File: src/rtl/ccu_snoop_fanout_pkg.sv
// Types, CR bit positions and FSM encoding shared by the snoop fan-out block.
// Latency: n/a (declarations only).
// Backpressure: n/a.
// Contents: AC/CR/CD channel types, snoop request/response structs,
//           ccu_snoop_fanout_state_e, lowest_set() data-source picker.
package ccu_snoop_fanout_pkg;

   // crresp bit positions
   localparam int unsigned CrDataTransfer = 0;
   localparam int unsigned CrError        = 1;
   localparam int unsigned CrPassDirty    = 2;
   localparam int unsigned CrIsShared     = 3;
   localparam int unsigned CrWasUnique    = 4;

   typedef struct packed {
      logic [31:0] addr;
      logic [3:0]  snoop;
      logic [2:0]  prot;
   } snoop_ac_t;

   typedef logic [4:0] snoop_cr_t;

   typedef struct packed {
      logic [63:0] data;
      logic        last;
   } snoop_cd_t;

   typedef struct packed {
      snoop_ac_t ac;
      logic      ac_valid;
      logic      cr_ready;
      logic      cd_ready;
   } snoop_req_t;

   typedef struct packed {
      logic      ac_ready;
      logic      cr_valid;
      snoop_cr_t cr_resp;
      logic      cd_valid;
      snoop_cd_t cd;
   } snoop_resp_t;

   typedef enum logic [1:0] {
      IDLE  = 2'd0,
      SNOOP = 2'd1,
      RESP  = 2'd2,
      DATA  = 2'd3
   } ccu_snoop_fanout_state_e;

   // Trailing-zero count: index of the lowest set bit, 0 for an empty vector.
   // Supports up to 32 snooped caches.
   function automatic int unsigned lowest_set(input logic [31:0] v);
      int unsigned idx;
      idx = 0;
      for (int i = 31; i >= 0; i--) begin
         if (v[i]) idx = unsigned'(i);
      end
      return idx;
   endfunction

endpackage

File: src/rtl/ccu_snoop_fanout_if.sv
// Bundle of the upstream snoop port, its domain mask and the per-cache snoop ports.
// Latency: n/a (wires only).
// Backpressure: n/a; valid/ready semantics are those of the carried structs.
// Modports: slave  = fan-out block view (upstream req/mask in, per-cache resps in)
//           master = surrounding logic view (drives upstream req/mask and per-cache resps)
interface ccu_snoop_fanout_if #(
   parameter int unsigned NoMstPorts = 2
);
   import ccu_snoop_fanout_pkg::*;

   snoop_req_t                   slv_snoop_req;
   snoop_resp_t                  slv_snoop_resp;
   logic [NoMstPorts-1:0]        slv_mask;
   snoop_req_t  [NoMstPorts-1:0] mst_snoop_reqs;
   snoop_resp_t [NoMstPorts-1:0] mst_snoop_resps;

   modport slave (
      input  slv_snoop_req,
      input  slv_mask,
      input  mst_snoop_resps,
      output slv_snoop_resp,
      output mst_snoop_reqs
   );

   modport master (
      output slv_snoop_req,
      output slv_mask,
      output mst_snoop_resps,
      input  slv_snoop_resp,
      input  mst_snoop_reqs
   );

endinterface

File: src/rtl/ccu_snoop_fanout.sv
// Broadcasts one AC to every cache in the domain mask, ORs all CRs into one upstream CR, forwards one CD stream and drains the rest.
// Latency: AC accept c0, downstream AC c1, CR c2, upstream CR c3, first CD beat c4; CD is zero-cycle pass-through.
// Backpressure: one snoop outstanding (ac_ready only in IDLE); stalled caches stall completion; upstream cd_ready throttles the source cache.
// Ports: clk_i, rst_ni (async, active-low); snp.slave carries the upstream
//        request/response, the domain mask and the per-cache request/response arrays.
module ccu_snoop_fanout
   import ccu_snoop_fanout_pkg::*;
#(
   parameter int unsigned NoMstPorts = 2
) (
   input  logic              clk_i,
   input  logic              rst_ni,
   ccu_snoop_fanout_if.slave snp
);

   localparam int unsigned IdxW = (NoMstPorts > 1) ? $clog2(NoMstPorts) : 1;

   typedef logic [NoMstPorts-1:0] domain_mask_t;

   ccu_snoop_fanout_state_e state_q, state_d;
   snoop_ac_t               ac_q, ac_d;
   domain_mask_t            mask_q, mask_d;
   domain_mask_t            ac_done_q, ac_done_d;
   domain_mask_t            cr_done_q, cr_done_d;
   domain_mask_t            cd_done_q, cd_done_d;
   domain_mask_t            dt_q, dt_d;
   snoop_cr_t               resp_q, resp_d;
   logic [IdxW-1:0]         src_q, src_d;

   snoop_req_t                   slv_req;
   snoop_resp_t                  slv_resp;
   domain_mask_t                 slv_mask;
   snoop_req_t  [NoMstPorts-1:0] mst_reqs;
   snoop_resp_t [NoMstPorts-1:0] mst_resps;

   assign slv_req            = snp.slv_snoop_req;
   assign slv_mask           = snp.slv_mask;
   assign mst_resps          = snp.mst_snoop_resps;
   assign snp.slv_snoop_resp = slv_resp;
   assign snp.mst_snoop_reqs = mst_reqs;

   // State register
   always_ff @(posedge clk_i or negedge rst_ni) begin
      if (!rst_ni) begin
         state_q   <= IDLE;
         ac_q      <= '0;
         mask_q    <= '0;
         ac_done_q <= '0;
         cr_done_q <= '0;
         cd_done_q <= '0;
         dt_q      <= '0;
         resp_q    <= '0;
         src_q     <= '0;
      end else begin
         state_q   <= state_d;
         ac_q      <= ac_d;
         mask_q    <= mask_d;
         ac_done_q <= ac_done_d;
         cr_done_q <= cr_done_d;
         cd_done_q <= cd_done_d;
         dt_q      <= dt_d;
         resp_q    <= resp_d;
         src_q     <= src_d;
      end
   end

   // Next state and outputs
   always_comb begin
      state_d   = state_q;
      ac_d      = ac_q;
      mask_d    = mask_q;
      ac_done_d = ac_done_q;
      cr_done_d = cr_done_q;
      cd_done_d = cd_done_q;
      dt_d      = dt_q;
      resp_d    = resp_q;
      src_d     = src_q;
      slv_resp  = '0;
      mst_reqs  = '0;

      // The registered AC sits on every port for the whole snoop so it is
      // stable from valid until each port's handshake.
      for (int i = 0; i < int'(NoMstPorts); i++) begin
         mst_reqs[i].ac = ac_q;
      end

      unique case (state_q)
         IDLE: begin
            slv_resp.ac_ready = 1'b1;
            if (slv_req.ac_valid) begin
               ac_d      = slv_req.ac;
               mask_d    = slv_mask;
               ac_done_d = '0;
               cr_done_d = '0;
               cd_done_d = '0;
               dt_d      = '0;
               resp_d    = '0;
               src_d     = '0;
               // An empty domain is answered directly with an all-zero CR.
               state_d   = (slv_mask == '0) ? RESP : SNOOP;
            end
         end

         SNOOP: begin
            for (int i = 0; i < int'(NoMstPorts); i++) begin
               mst_reqs[i].ac_valid = mask_q[i] & ~ac_done_q[i];
               mst_reqs[i].cr_ready = mask_q[i] & ac_done_q[i] & ~cr_done_q[i];
               if (mst_reqs[i].ac_valid && mst_resps[i].ac_ready) begin
                  ac_done_d[i] = 1'b1;
               end
               if (mst_reqs[i].cr_ready && mst_resps[i].cr_valid) begin
                  cr_done_d[i] = 1'b1;
                  resp_d       = resp_d | mst_resps[i].cr_resp;
                  dt_d[i]      = mst_resps[i].cr_resp[CrDataTransfer];
               end
            end
            // Compare with the done set including this cycle's handshakes so
            // the upstream CR follows the last downstream CR by one cycle.
            if (cr_done_d == mask_q) begin
               state_d = RESP;
            end
         end

         RESP: begin
            slv_resp.cr_valid = 1'b1;
            slv_resp.cr_resp  = resp_q;
            // Lowest-index data-transfer responder becomes the forwarded stream.
            src_d = IdxW'(lowest_set(32'(dt_q)));
            if (slv_req.cr_ready) begin
               state_d = resp_q[CrDataTransfer] ? DATA : IDLE;
            end
         end

         DATA: begin
            for (int i = 0; i < int'(NoMstPorts); i++) begin
               if (dt_q[i] && !cd_done_q[i]) begin
                  if (IdxW'(i) == src_q) begin
                     slv_resp.cd_valid    = mst_resps[i].cd_valid;
                     slv_resp.cd          = mst_resps[i].cd;
                     mst_reqs[i].cd_ready = slv_req.cd_ready;
                  end else begin
                     // Redundant data from other holders is accepted and dropped.
                     mst_reqs[i].cd_ready = 1'b1;
                  end
                  if (mst_reqs[i].cd_ready && mst_resps[i].cd_valid &&
                      mst_resps[i].cd.last) begin
                     cd_done_d[i] = 1'b1;
                  end
               end
            end
            if (cd_done_d == dt_q) begin
               state_d = IDLE;
            end
         end

         default: begin
            state_d = IDLE;
         end
      endcase
   end

endmodule

File: src/flat_wrapper.sv
// flat-port wrapper written by rule: the top's interface ports become plain ports
module ccu_snoop_fanout_flat import ccu_snoop_fanout_pkg::*;
#(
   parameter int unsigned NoMstPorts = 2
)
  (clk_i, rst_ni, snp_slv_snoop_req, snp_slv_mask, snp_mst_snoop_resps, snp_slv_snoop_resp, snp_mst_snoop_reqs);
  ccu_snoop_fanout_if #(.NoMstPorts(NoMstPorts)) snp_i ();
  input  logic clk_i;
  input  logic rst_ni;
  input wire logic [$bits(snp_i.slv_snoop_req)-1:0] snp_slv_snoop_req;
  input wire logic [$bits(snp_i.slv_mask)-1:0] snp_slv_mask;
  input wire logic [$bits(snp_i.mst_snoop_resps)-1:0] snp_mst_snoop_resps;
  output wire logic [$bits(snp_i.slv_snoop_resp)-1:0] snp_slv_snoop_resp;
  output wire logic [$bits(snp_i.mst_snoop_reqs)-1:0] snp_mst_snoop_reqs;
  assign snp_i.slv_snoop_req = snp_slv_snoop_req;
  assign snp_i.slv_mask = snp_slv_mask;
  assign snp_i.mst_snoop_resps = snp_mst_snoop_resps;
  assign snp_slv_snoop_resp = snp_i.slv_snoop_resp;
  assign snp_mst_snoop_reqs = snp_i.mst_snoop_reqs;
  ccu_snoop_fanout #(.NoMstPorts(NoMstPorts)) u_core (.clk_i(clk_i), .rst_ni(rst_ni), .snp(snp_i));
endmodule
File: config.mk
export PLATFORM = sky130hd
export DESIGN_NAME = ccu_snoop_fanout_flat
export DESIGN_NICKNAME = d
export VERILOG_FILES = /design/src/rtl/ccu_snoop_fanout_pkg.sv /design/src/rtl/ccu_snoop_fanout_if.sv /design/src/rtl/ccu_snoop_fanout.sv /design/src/flat_wrapper.sv
export SDC_FILE = /design/constraint.sdc
export NUM_CORES = 1
export LEC_CHECK = 0
export CORE_AREA = 10 10 126 128
export DETAILED_ROUTE_END_ITERATION = 10
export DIE_AREA = 0 0 136 138
export MAX_ROUTING_LAYER = met4
export PLACE_DENSITY = 0.77
export SKIP_CTS_REPAIR_TIMING = 1
export SYNTH_ARGS = -nofsm -noshare
export SYNTH_HDL_FRONTEND = slang
export SYNTH_SLANG_ARGS = --single-unit
File: constraint.sdc
create_clock -name clk_i -period 3.1 [get_ports clk_i]
set_input_delay 0.62 -clock clk_i [delete_from_list [all_inputs] [get_ports clk_i]]
set_output_delay 0.62 -clock clk_i [all_outputs]
set_load 0.01 [all_outputs]
==> results of run 1 <==
-- flip-flops by register name, indices dropped and copies added, names as in the netlist --
name,count
u_core.cd_done_q,2
u_core.src_q,1
u_core.dt_q,2
u_core.ac_done_q,2
u_core.cr_done_q,2
u_core.state_q,2
u_core.mask_q,2
u_core.snp.mst_snoop_reqs,39
u_core.resp_q,5
-- cell families (layout without fill, tap and decap cells) --
logic type / after synthesis / after routing
simple gates: 115 / 115
compound gates: 103 / 103
buf+inv: 80 / 380
flops: 57 / 57
mux: 43 / 43
-- where the power goes --
group | leakage, µW | internal, µW | switching, µW | total, µW
sequential | 0.000700 | 1070 | 293 | 1360
clock | 0.000137 | 578 | 332 | 910
combinational | 0.00181 | 1590 | 1050 | 2640
total | 0.00264 | 3230 | 1670 | 4900
-- Yosys cell counts, types with 2 or more instances --
master / count / share of area [%]
and2_1: 5 / 0.84
and3_1: 2 / 0.34
o21ai_0: 15 / 2.0
a21oi_1: 8 / 1.1
a22oi_1: 71 / 14
nand2b_4: 2 / 0.74
mux2_2: 37 / 11
a31oi_1: 2 / 0.34
nand2_1: 7 / 0.70
inv_1: 9 / 0.91
nor2b_1: 2 / 0.34
nor2_1: 78 / 7.8
nand3_1: 2 / 0.27
buf_2: 13 / 1.7
dfrtp_1: 57 / 38
nand2b_1: 6 / 1.0
clkbuf_1: 11 / 1.1
mux2_4: 6 / 2.4
nor3_1: 4 / 0.54
buf_4: 40 / 8.1
nor3b_1: 3 / 0.60
buf_6: 6 / 1.8
-- metal layers --
metal	global-route usage [%]	up-vias
met5	-	-
met3	6.56	15
met4	3.59	0
met2	31.4	226
met1	21.9	2002
li1	-	1964
-- stage by stage --
step                power, µW  std cells  hold WS (ns)  setup slack (ns)  instance area [µm²]
finish                   4900        878         0.102             0.231                 7330
global route             5170        878        0.0936             0.101                 7330
CTS                      4980        878        0.0875             0.194                 7330
detailed placement       4030        862         0.436             0.387                 7050
global placement         3970        862         0.432             0.445                 7050
floorplan                2780        398         0.324              1.18                 3730
-- area by class of cell --
type	instances	area share, %
well taps	180	3.07
clock inverters	5	0.409
clock buffers	11	3.45
multi-input cells	261	24.5
flip-flops and latches	57	19.4
repair buffers	355	48.7
inverters	9	0.461
-- placed cells by master, fill, tap and decap left out, drive strengths merged --
master / instances
o221ai: 1
nor2: 79
o211a: 1
inv: 9
and3: 2
a22o: 1
nor3b: 3
clkinvlp: 2
a22oi: 71
a32oi: 1
clkbuf: 11
and2: 5
a311oi: 1
nand2: 8
a21bo: 1
nor4b: 1
nor4: 1
a31oi: 2
o21ai: 15
o32ai: 1
dfrtp: 57
buf: 8
nor2b: 2
nand2b: 8
clkdlybuf4s50: 347
nor3: 4
nand3: 2
mux2: 43
a21oi: 8
clkinv: 3
-- worst max path at each step --
stage,cells after the start,startpoint,end
6_report,6,u_core.cd_done_q[1],snp_slv_snoop_resp[2]
5_1_grt,6,u_core.src_q,snp_slv_snoop_resp[2]
4_1_cts,6,u_core.cd_done_q[0],snp_slv_snoop_resp[65]
3_5_place_dp,4,snp_slv_snoop_req[0],snp_mst_snoop_reqs[42]
3_3_place_gp,4,snp_slv_snoop_req[0],snp_mst_snoop_reqs[42]
2_1_floorplan,6,u_core.cd_done_q[0],snp_slv_snoop_resp[25]
-- critical path, delay by kind of cell (launching register included) --
family | cells | cell delay (ns)
AOI/OAI and AO/OA | 1 | 0.15
buffers and inverters | 2 | 0.86
DFF | 1 | 0.39
and+or+nand+nor | 3 | 0.51
==> flow_summary_export.csv, run 1 <==
group,metric,value,unit
run,max_cap_violations,0,
timing,finalSetupViolations,0,
global_route,grt_max_degree,70,
outcome,status,"completed",
clock_tree,cts.path.max_buffers,2,
synthesis,ys_types,34,
final_layout,area.sequential,1430,µm²
timing,relSlewSlack,53.6,%
die,dieArea,18800,µm²
final_layout,layout-drive-gt1-share,10.9,%
final_layout,multiInputGateArea,1800,µm²
timing,hold_violations,0,
synthesis,synthAdderAreaFrac,0,%
die,die_y,138,µm
global_route,grt_pass1_vias,4448,
timing,drv_slew,0,
die,fp.coreArea,13500,µm²
final_layout,n_fill_cell,1203,
synthesis,synth-xor-area-share,0,%
final_layout,antenna_cells,0,
timing,period_share,92.5,%
routing,drt-met1-wl,7.54,mm
placement,hpwl,15.1,mm
placement,place_congestion,0.945,
routing,vias,4207,
timing,fin_setup_tns,0,ns
timing,max_freq,349,MHz
synthesis,synthFlopType,"dfrtp_1",
die,ioPinCount,349,
global_route,grt_use_total,19.0,%
routing,wl,18.6,mm
synthesis,ys_seq_area_share,38.2,%
critical_path,crit_required,2.48,ns
critical_path,path_class,"reg2out",
synthesis,syn_inst,398,
critical_path,rr_startpoint,"u_core.state_q[1]",
final_layout,post-route-util,54.3,%
routing,drtIter0Drc,192,
critical_path,rr_worst_depth,5,
placement,portBuffers,348,
synthesis,syn_avg_cell_area,9.37,µm²
clock_tree,cts_made_buffers,9,
synthesis,synth_top_family_by_area,"compound AO/OA/AOI/OAI gates",
synthesis,synth-edff-count,0,
critical_path,cp_max_fo,66,
synthesis,synth_compound_area_share,19.4,%
synthesis,synth.net_count,590,
power_and_ir_drop,p_leak,0.00264,µW
timing,rsz0062_at_grt,"no",
routing,wl_met2,9.13,mm
timing,worst_pin_slew,0.697,ns
routing,avgRoutedWirePerCell,21.1,µm
critical_path,arrival,2.25,ns
routing,drc_errors,0,
power_and_ir_drop,power_density,669,nW/µm²
synthesis,synth-simple-area-share,14.7,%
synthesis,synthMuxAreaShare,13.6,%
clock_tree,clockRootBuffer,"clkbuf_16",
global_route,grt-ovfl-total,0,
die,die_w,136,µm
critical_path,crit_chain,"nand2b_1, nor2_4, buf_12, a22oi_1, nor2_1, clkdlybuf4s50_1",
critical_path,crit_path_start_kind,"flip-flop",
clock_tree,cts.sinks,57,
critical_path,critPathSlowestCell,"clkdlybuf4s50_1",
synthesis,async_flop_share,100,%
clock_tree,htree_levels,3,
critical_path,rrSetupSlack,1.11,ns
final_layout,final_net_count,885,
routing,avgViaCountPerCell,4.79,
routing,wl_met3,1.72,mm
clock_tree,clkLatencyLatePin,0.32,ns
global_route,grt_pass1_wl,27.2,mm
die,initial_core_util,27.6,%
synthesis,ys_ff_latch,57,
clock_tree,path_clk_slew,0.05,ns
routing,dr.pass1.iters,5,
critical_path,critPathCaptureType,"primary output",
global_route,antenna_found_initial,0,
timing,min_period,2.87,ns
critical_path,rr_endpoint,"u_core.state_q[1]",
routing,routed.top_layer,"met4",
routing,antenna_left,0,
final_layout,syn_to_final_growth,96.6,%
power_and_ir_drop,irDropWorstVdd,0.000599,V
synthesis,yosys_warnings,0,
synthesis,syn_area,3730,µm²
die,num_rows,43,
timing,fin_skew,0.00375,ns
clock_tree,cts_tree,"done",
min_path,hp-class,"in2async",
critical_path,cpPeakStageDelay,0.58,ns
(Power assumes the default switching activity.)
==> run 2, diff against run 1 <==
- CAP_MARGIN: default -> 20
==> results of run 2 <==
Same layout as run 1: the final DEF is identical, and so are final timing and power.
